==> src/rtl/alu_pkg.sv <==
// rtl/alu_pkg.sv - shared ALU func codes, muldiv op codes and muldiv FSM states
package alu_pkg;

    typedef enum logic [3:0] {
        ALU_ADD  = 4'd0,
        ALU_SUB  = 4'd1,
        ALU_SLL  = 4'd2,
        ALU_SLT  = 4'd3,
        ALU_SLTU = 4'd4,
        ALU_XOR  = 4'd5,
        ALU_SRL  = 4'd6,
        ALU_SRA  = 4'd7,
        ALU_OR   = 4'd8,
        ALU_AND  = 4'd9
    } alu_func_e;

    typedef enum logic [2:0] {
        MD_MUL    = 3'b000,
        MD_MULH   = 3'b001,
        MD_MULHSU = 3'b010,
        MD_MULHU  = 3'b011,
        MD_DIV    = 3'b100,
        MD_DIVU   = 3'b101,
        MD_REM    = 3'b110,
        MD_REMU   = 3'b111
    } muldiv_op_e;

    typedef enum logic [1:0] {
        MD_IDLE   = 2'd0,
        MD_CALC   = 2'd1,
        MD_FINISH = 2'd2
    } muldiv_state_e;

    // value1 is interpreted as two's complement for these ops
    function automatic logic op_signed1(input logic [2:0] op);
        return op inside {MD_MUL, MD_MULH, MD_MULHSU, MD_DIV, MD_REM};
    endfunction

    // value2 is interpreted as two's complement for these ops
    function automatic logic op_signed2(input logic [2:0] op);
        return op inside {MD_MUL, MD_MULH, MD_DIV, MD_REM};
    endfunction

endpackage

==> src/rtl/muldiv_unit_if.sv <==
// rtl/muldiv_unit_if.sv - request/result bundle between a core and muldiv_unit
interface muldiv_unit_if #(parameter int size = 32);
    logic            start;
    logic [size-1:0] value1;
    logic [size-1:0] value2;
    logic [2:0]      func_type;
    logic            busy;
    logic            done;
    logic [size-1:0] result;

    modport master (output start, value1, value2, func_type, input busy, done, result);
    modport slave  (input start, value1, value2, func_type, output busy, done, result);
endinterface

==> src/rtl/muldiv_sign_fix.sv <==
// rtl/muldiv_sign_fix.sv - operand magnitudes, result sign decision and result negation
module muldiv_sign_fix
    import alu_pkg::*;
#(
    parameter int size = 32
) (
    input  logic [size-1:0]   i_value1,
    input  logic [size-1:0]   i_value2,
    input  logic [2:0]        i_func,
    input  logic [2*size-1:0] i_raw,
    input  logic              i_neg,
    output logic [size-1:0]   o_mag1,
    output logic [size-1:0]   o_mag2,
    output logic              o_neg,
    output logic [2*size-1:0] o_fixed
);
    logic w_s1;
    logic w_s2;

    assign w_s1   = op_signed1(i_func) & i_value1[size-1];
    assign w_s2   = op_signed2(i_func) & i_value2[size-1];
    assign o_mag1 = w_s1 ? -i_value1 : i_value1;
    assign o_mag2 = w_s2 ? -i_value2 : i_value2;

    // Quotient of a divide by zero stays all-ones, so it is never negated;
    // remainder always takes the dividend's sign.
    always_comb begin
        o_neg = 1'b0;
        if (!i_func[2])
            o_neg = w_s1 ^ w_s2;
        else if (!i_func[1])
            o_neg = (w_s1 ^ w_s2) & (|i_value2);
        else
            o_neg = w_s1;
    end

    assign o_fixed = i_neg ? -i_raw : i_raw;
endmodule

==> src/rtl/muldiv_unit.sv <==
// rtl/muldiv_unit.sv - iterative radix-2 multiply/divide unit with fixed latency
module muldiv_unit
    import alu_pkg::*;
#(
    parameter int size = 32
) (
    input  logic         clk,
    input  logic         rst_n,
    muldiv_unit_if.slave bus
);
    localparam int              CW       = $clog2(size) + 1;
    localparam logic [CW-1:0]   CNT_LAST = CW'(size - 1);

    muldiv_state_e   r_state;
    logic [2:0]      r_func;
    logic [size-1:0] r_hi;
    logic [size-1:0] r_lo;
    logic [size-1:0] r_op;
    logic [size-1:0] r_result;
    logic [CW-1:0]   r_cnt;
    logic            r_neg;
    logic            r_busy;
    logic            r_done;

    logic [size-1:0]   w_mag1;
    logic [size-1:0]   w_mag2;
    logic              w_neg;
    logic [2*size-1:0] w_raw;
    logic [2*size-1:0] w_fixed;
    logic [size:0]     w_sum;
    logic [size:0]     w_shift;
    logic [size-1:0]   w_diff;
    logic              w_ge;

    muldiv_sign_fix #(.size(size)) u_sign_fix (
        .i_value1 (bus.value1),
        .i_value2 (bus.value2),
        .i_func   (bus.func_type),
        .i_raw    (w_raw),
        .i_neg    (r_neg),
        .o_mag1   (w_mag1),
        .o_mag2   (w_mag2),
        .o_neg    (w_neg),
        .o_fixed  (w_fixed)
    );

    // Multiply step: r_hi:r_lo is the product accumulator, multiplier shifts out of r_lo
    assign w_sum   = {1'b0, r_hi} + {1'b0, {size{r_lo[0]}} & r_op};
    // Divide step: r_hi is the partial remainder, dividend bits shift out of r_lo
    assign w_shift = {r_hi, r_lo[size-1]};
    assign w_ge    = w_shift >= {1'b0, r_op};
    assign w_diff  = w_shift[size-1:0] - r_op;

    // Select the unsigned magnitude result to be sign-corrected in FINISH
    always_comb begin
        w_raw = {r_hi, r_lo};
        case (r_func)
            MD_DIV, MD_DIVU: w_raw = {{size{1'b0}}, r_lo};
            MD_REM, MD_REMU: w_raw = {{size{1'b0}}, r_hi};
            default:         w_raw = {r_hi, r_lo};
        endcase
    end

    // Control FSM plus datapath registers; busy/done/result are registered
    always_ff @(posedge clk) begin
        if (!rst_n) begin
            r_state  <= MD_IDLE;
            r_func   <= MD_MUL;
            r_hi     <= '0;
            r_lo     <= '0;
            r_op     <= '0;
            r_result <= '0;
            r_cnt    <= '0;
            r_neg    <= 1'b0;
            r_busy   <= 1'b0;
            r_done   <= 1'b0;
        end else begin
            r_done <= 1'b0;
            case (r_state)
                MD_IDLE: begin
                    if (bus.start) begin
                        r_func  <= bus.func_type;
                        r_hi    <= '0;
                        r_lo    <= bus.func_type[2] ? w_mag1 : w_mag2;
                        r_op    <= bus.func_type[2] ? w_mag2 : w_mag1;
                        r_neg   <= w_neg;
                        r_cnt   <= '0;
                        r_busy  <= 1'b1;
                        r_state <= MD_CALC;
                    end
                end
                MD_CALC: begin
                    if (!r_func[2]) begin
                        r_hi <= w_sum[size:1];
                        r_lo <= {w_sum[0], r_lo[size-1:1]};
                    end else begin
                        r_hi <= w_ge ? w_diff : w_shift[size-1:0];
                        r_lo <= {r_lo[size-2:0], w_ge};
                    end
                    r_cnt <= r_cnt + 1'b1;
                    if (r_cnt == CNT_LAST)
                        r_state <= MD_FINISH;
                end
                MD_FINISH: begin
                    if (r_func inside {MD_MULH, MD_MULHSU, MD_MULHU})
                        r_result <= w_fixed[2*size-1:size];
                    else
                        r_result <= w_fixed[size-1:0];
                    r_done  <= 1'b1;
                    r_busy  <= 1'b0;
                    r_state <= MD_IDLE;
                end
                default: r_state <= MD_IDLE;
            endcase
        end
    end

    assign bus.busy   = r_busy;
    assign bus.done   = r_done;
    assign bus.result = r_result;
endmodule

==> src/flat_wrapper.sv <==
// flat-port wrapper written by rule: the top's interface ports become plain ports
module muldiv_unit_flat import alu_pkg::*;
#(
    parameter int size = 32
)
  (clk, rst_n, bus_start, bus_value1, bus_value2, bus_func_type, bus_busy, bus_done, bus_result);
  muldiv_unit_if #(.size(size)) bus_i ();
  input  logic clk;
  input  logic rst_n;
  input wire logic [$bits(bus_i.start)-1:0] bus_start;
  input wire logic [$bits(bus_i.value1)-1:0] bus_value1;
  input wire logic [$bits(bus_i.value2)-1:0] bus_value2;
  input wire logic [$bits(bus_i.func_type)-1:0] bus_func_type;
  output wire logic [$bits(bus_i.busy)-1:0] bus_busy;
  output wire logic [$bits(bus_i.done)-1:0] bus_done;
  output wire logic [$bits(bus_i.result)-1:0] bus_result;
  assign bus_i.start = bus_start;
  assign bus_i.value1 = bus_value1;
  assign bus_i.value2 = bus_value2;
  assign bus_i.func_type = bus_func_type;
  assign bus_busy = bus_i.busy;
  assign bus_done = bus_i.done;
  assign bus_result = bus_i.result;
  muldiv_unit #(.size(size)) u_core (.clk(clk), .rst_n(rst_n), .bus(bus_i));
endmodule
==> config.mk <==
export PLATFORM = sky130hd
export DESIGN_NAME = muldiv_unit_flat
export DESIGN_NICKNAME = d
export VERILOG_FILES = /design/src/rtl/alu_pkg.sv /design/src/rtl/muldiv_unit_if.sv /design/src/rtl/muldiv_sign_fix.sv /design/src/rtl/muldiv_unit.sv /design/src/flat_wrapper.sv
export SDC_FILE = /design/constraint.sdc
export NUM_CORES = 1
export LEC_CHECK = 0
export BUFFER_PORTS_ARGS = -buffer_cell sky130_fd_sc_hd__buf_4
export CAP_MARGIN = 20
export CORE_ASPECT_RATIO = 1.5
export CORE_MARGIN = 2
export CORE_UTILIZATION = 25
export CTS_CLUSTER_SIZE = 28
export DETAILED_ROUTE_END_ITERATION = 8
export PLACE_DENSITY_LB_ADDON = 0.25
export SYNTH_ARGS = -nofsm -noshare
export SYNTH_HDL_FRONTEND = slang
export SYNTH_SLANG_ARGS = --single-unit
==> constraint.sdc <==
create_clock -name clk -period 6.1 [get_ports clk]
set_input_delay 1.83 -clock clk [delete_from_list [all_inputs] [get_ports clk]]
set_output_delay 1.83 -clock clk [all_outputs]
set_load 0.02 [all_outputs]
# --- After elaboration in Yosys (flattened, before gate mapping) ---
# Index checks and enable logic that the tools add are counted.
classes:
  bitwise: 5
  order_cmp: 1
  mux: 24
  n_addsub: 6
  reduce_logical: 14
  n_eq_ne: 16
op_table:
  columns: ["cell", "count"]
  rows:
  - ["2-to-1 mux 32 bit", 10]
  - ["one-hot mux 32 bit (2 select lines)", 2]
  - ["one-hot mux 64 bit (2 select lines)", 1]
  - ["2-to-1 mux 64 bit", 1]
  - ["negator 32 bit", 2]
  - ["negator 64 bit", 1]
  - ["adder 32 x 32 -> 33 bit", 1]
  - [">= comparator 33 x 32 -> 1 bit", 1]
  - ["AND 32 bit", 1]
  - ["OR reduction 32 bit", 1]
  - ["subtractor 32 bit", 1]
  - ["equality test 3 bit (second input constant)", 6]
  - ["one-hot mux 6 bit (2 select lines)", 1]
  - ["equality test 3 x 2 -> 1 bit (second input constant)", 3]
  - ["AND reduction 2 bit", 4]
  - ["adder 6 x 1 -> 6 bit (second input constant)", 1]
  - ["equality test 3 x 1 -> 1 bit (second input constant)", 2]
  - ["equality test 6 x 5 -> 1 bit (second input constant)", 1]
  - ["2-to-1 mux 6 bit", 1]
  - ["nonzero test 5 bit", 1]
  - ["2-to-1 mux 1 bit", 4]
  - ["2-to-1 mux 2 bit", 2]
  - ["one-hot mux 2 bit (2 select lines)", 1]
  - ["nonzero test 2 bit", 2]
  - ["other kinds (12)", 15]
word_totals:
  elab_cells: 76
  input_bits: 70
  out_inout_bits: 34
  reg_bits: 142

# --- Logic depth before layout (Yosys ltp) ---
depth:
  ltp_word: 7
  mapped_depth: 16

# --- Cells and area by module ---
# From an unflattened synthesis, not the netlist that was laid out.
hier_totals:
  cells_unflattened: 1838
  area_unflattened_um2: 14113.5
modules_own_cells:
  columns: ["module", "instances", "cells_each", "seq_area_each_um2", "area_per_inst_um2"]
  rows:
  - ["muldiv_unit", 1, 1435, 2842.7, 11270.8]
  - ["muldiv_sign_fix", 1, 403, 0.0, 2842.7]

# --- Worst setup path after synthesis ---
# No wires, ideal clock.
synth_timing:
  path_type: "input-to-reg"
  start: "in bus_value1[8]"
  end: "reg u_core.r_op[24]"
  setup_time_ns: 0.087
  cell_stages: 9
  arrival_time_ns: 4.009
  path_slack_ns: 2.004
  n_path_buf: 0
  path_cell_list: "or3_1 -> or4_1 -> nor3_1 -> nand2_1 -> o31ai_1 -> xnor2_1 -> nor2_1 -> a211o_1 -> o31ai_1"
synth_between:
  elab_chain_cells: 3
synth_lines:
  columns: ["element", "line", "source"]
  rows:
  - ["from (decl)", "flat_wrapper.sv:11", "input wire logic [$bits(bus_i.value1)-1:0] bus_value1;"]
  - ["negator 32 bit", "muldiv_sign_fix.sv:22", "assign o_mag1 = w_s1 ? -i_value1 : i_value1;"]
  - ["2-to-1 mux 32 bit", "muldiv_sign_fix.sv:22", null]
  - ["2-to-1 mux 32 bit", "muldiv_unit.sv:85", "r_op <= bus.func_type[2] ? w_mag2 : w_mag1;"]
  - ["to (signal assigned)", "muldiv_unit.sv:85", null]
  - ["to (decl)", "muldiv_unit.sv:18", "logic [size-1:0] r_op;"]
# Every way passes these cells.
# A chain may end at the register's enable or synchronous reset.

# --- Final worst setup path ---
layout_timing:
  start: "reg u_core.r_func[1]"
  end: "reg u_core.r_result[22], in the netlist u_core.bus.result[22]"
layout_between:
  elab_chain_cells: 6
layout_lines:
  columns: ["element", "line", "source"]
  rows:
  - ["from (decl)", "muldiv_unit.sv:15", "logic [2:0] r_func;"]
  - ["from (signal assigned)", "muldiv_unit.sv:82", "r_func <= bus.func_type;"]
  - ["equality test 3 bit", "muldiv_unit.sv:57", "case (r_func)"]
  - ["OR reduction 2 bit", "muldiv_unit.sv:57", null]
  - ["one-hot mux 64 bit (2 select lines)", "muldiv_unit.sv:57", null]
  - ["negator 64 bit", "muldiv_sign_fix.sv:37", "assign o_fixed = i_neg ? -i_raw : i_raw;"]
  - ["2-to-1 mux 64 bit", "muldiv_sign_fix.sv:37", null]
  - ["2-to-1 mux 32 bit (*)", "muldiv_unit.sv:105", "if (r_func inside {MD_MULH, MD_MULHSU, MD_MULHU})"]
  - ["to (signal assigned)", "muldiv_unit.sv:106", "r_result <= w_fixed[2*size-1:size];"]
  - ["to (signal assigned)", "muldiv_unit.sv:108", "r_result <= w_fixed[size-1:0];"]
  - ["to (decl)", "muldiv_unit.sv:19", "logic [size-1:0] r_result;"]
# Every way passes the cells marked *; elsewhere a longest branch is shown, timed or not.

==> results by group <==
Route
  – Drt pass-1 iters: 6
  – Final WL: 69.22 mm
  – Via count: 15,771
  – Metal2 WL: 35.42 mm
  – Via/cell ratio: 5.624
  – WL met1: 25.35 mm
  – Top sig layer: met4
  – DRT iter0 DRCs: 1,193
  – Post-DRT Antenna Nets: 0
  – Post-route DRC: 0
  – Met3 Wirelength: 3.143 mm
  – Avg WL per Cell: 24.68 um

Finish
  – Final net count: 2,168
  – Most frequent cells in the layout: nand2_1, a21oi_1, nor2_1
  – Area delta synth->final: 14.17%
  – Fillers: 6,216
  – Share of post-route cells with drive strength above 1: 11.02%
  – Commonest non-fill, non-tap cell in the layout: nand2_1
  – Diode count: 0

Timing
  – Worst-Margin Slew: 1.004 ns
  – Worst setup margin: 1.543 ns
  – Setup TNS Final: 0 ns
  – RSZ-0062 raised after global routing: false
  – Relative slew slack: 33.04%
  – Setup violators final: 0
  – Min Clock Period, post-route: 4.557 ns
  – Clock skew: 0.01169 ns
  – Fin crit share: 74.70%
  – Fin. max-slew vios: 0
  – Fmax: 0.2194 GHz
  – Final hold vios: 0

Floorplan
  – Initial Utilization: 25.36%
  – Die area: 0.05969 mm^2
  – CORE AREA: 0.05690 mm^2
  – IO Pins: 104
  – DIE HEIGHT: 298.2 um
  – Die W: 200.2 um
  – # rows: 107

Worst setup path
  – CP Max Fanout: 36
  – FF-to-FF setup slack: 1.54 ns
  – Crit Path Class: reg -> reg
  – Arrival @ worst endpoint: 4.91 ns
  – Critical Path Sink Type: flop
  – CP startpoint kind: flop
  – CP required: 6.45 ns

Place
  – HPWL Detailed: 55.30 mm
  – Port Buffers: 103
  – Placer Congestion: 0.9476
  – Place WS: 1.393 ns

Global route
  – Number of antenna violations at the first check in global routing: 0
  – Gr usage total: 22.79%
  – Largest net degree at the start of global routing: 92
  – Grt total ovfl: 0
  – Global-route wire length before repair: 102.8 mm
  – Vias in the first global route: 15,578

Logic synthesis
  – Synthesized area per cell: 7.179 um^2
  – Synth Instances: 2,010
  – Synth cell types: 87
  – Synthesized Nets: 2,150
  – Seq/Total Area, Yosys: 19.70%
  – Synthesized flop and latch total: 142
  – Total number of yosys warnings: 0
  – Netlist Area Pre-Place: 0.01443 mm^2
  – EDFF count, synth: 0
  – Asr flop ratio synth: 0%
  – Most used DFF post-synth: dfxtp_1

Clock network
  – CTS Hold Buffers Added: 0
  – Setup repair bufs after CTS: 0
  – Clock Root Buffer: clkbuf_16
  – Clk pin slew, worst setup/hold paths: 0.07 ns
  – Post-CTS sizing: 0
  – Num CTS Buffers: 17
  – Htree depth: 4
  – CTS tree: done
  – Clk sinks: 142
  – Max Buffers Root-to-Sink: 2
  – Skew-Pair Late Insertion Delay: 0.46 ns

Pwr
  – P_leak: 6.466 nW
  – Total power: 3.351 mW
  – Power per cell area: 203.4 mW/mm^2
  – Maximum vdd drop: 0.0001757 V

Flow run
  – Max-capacitance violation count: 0

Min path
  – HP Class: reg -> reg

Run status
  – Status: finished, final reports clean
==> synthesized netlist by cell type (9+ instances only) <==
library cell	count	area [um^2]
a221oi_1	15	131.4
nor3_1	48	240.2
o221ai_1	22	192.7
a211o_1	9	78.83
mux2i_1	71	710.7
xnor2_1	76	665.6
o31ai_1	22	165.2
nor2b_1	14	87.58
buf_1	15	56.30
nand2b_1	16	100.1
dfxtp_1	142	2843
o21a_1	14	105.1
buf_2	17	85.08
inv_1	64	240.2
a211oi_1	50	375.4
nor4_1	23	143.9
a21o_1	27	202.7
clkbuf_1	108	405.4
ha_1	68	850.8
and2_1	44	275.3
nand3_1	32	160.2
a21oi_1	198	991.0
nor2_1	176	660.6
a22o_1	9	78.83
xor2_1	75	656.9
nand2_1	211	792.0
mux2_2	9	101.4
o21ai_0	154	770.7
a31oi_1	31	193.9
o21bai_1	10	75.07
a22oi_1	18	135.1
and3_1	10	62.56
or3_1	19	118.9
nand4_1	17	106.4
o211ai_1	33	247.7
==> cells by family (layout without fill, tap and decap cells) <==
| logic type | count (synthesis) | count (layout) | synth area share (%) |
|---|---|---|---|
| AOI/OAI and AO/OA | 696 | 696 | 31.34 |
| xor gates and xnor gates | 151 | 151 | 9.166 |
| adders and majority gates | 70 | 70 | 6.174 |
| buffers and inverters | 214 | 245 | 5.975 |
| DFF | 142 | 142 | 19.70 |
| muxes | 80 | 80 | 5.628 |
| and+or+nand+nor | 657 | 657 | 22.02 |
==> flip-flops by register name, summed over array words and instances, names as in the netlist <==
signal             count
u_core.bus.busy        1
u_core.bus.done        1
u_core.r_state         2
u_core.r_func          3
u_core.r_lo           32
u_core.r_cnt           6
u_core.bus.result     32
u_core.r_op           32
u_core.r_neg           1
u_core.r_hi           32
==> final timing paths <==
check	cells after the start	startpoint	to
setup / recovery	12	u_core.r_func[1]	u_core.bus.result[22]
hold reg to reg	2	u_core.bus.result[10]	u_core.bus.result[10]
setup reg to reg	12	u_core.r_func[1]	u_core.bus.result[22]
hold / removal	2	u_core.bus.result[10]	u_core.bus.result[10]
==> final cells by class <==
cell class	count	area, um^2	area share (%)
Sequential cell	142	2848	17.29
Multi-Input combinational cell	1654	10770	65.39
Clock buffer	18	429.2	2.605
Timing Repair Buffer	146	1107	6.722
Tap cell	763	954.7	5.795
Inverter	67	251.5	1.527
Clock inverter	14	111.4	0.6760
==> per-layer routing <==
layer,vias up,global-route usage [%]
met5,-,0
met4,0,15.74
met3,184,2.735
met2,599,41.99
met1,7554,24.05
li1,7434,-
==> through the flow <==
| stage | hold slack, ns | instance area, um^2 | utilization, % | cells |
|---|---|---|---|---|
| after floorplan | 0.4403 | 14430 | - | 2010 |
| after global placement | 0.4331 | 15910 | 27.96 | 2770 |
| after detailed placement | 0.4381 | 15930 | 28.00 | 2772 |
| after CTS | 0.4473 | 16470 | 28.95 | 2804 |
| after global routing | 0.4737 | 16470 | 28.95 | 2804 |
| final | 0.4452 | 16470 | 28.95 | 2804 |
==> power breakdown <==
group / total (mW) / internal, mW / switching, mW
Clock: 1.04 / 0.527 / 0.510
Combinational: 1.23 / 0.431 / 0.794
Sequential: 1.09 / 0.975 / 0.113
==> critical path: stages, from the launching register on <==
cell and delay [ns]:
dfxtp_1 0.33, buf_4 0.35, nand2_1 0.60, a21boi_0 0.55
ha_1 0.28, inv_1 0.10, nor4_4 0.64, nand4_2 0.32
or2_1 0.47, o31ai_4 0.30, xor2_1 0.17, nand2_1 0.07
a32o_1 0.26
Power figures use the tool's default switching activity.
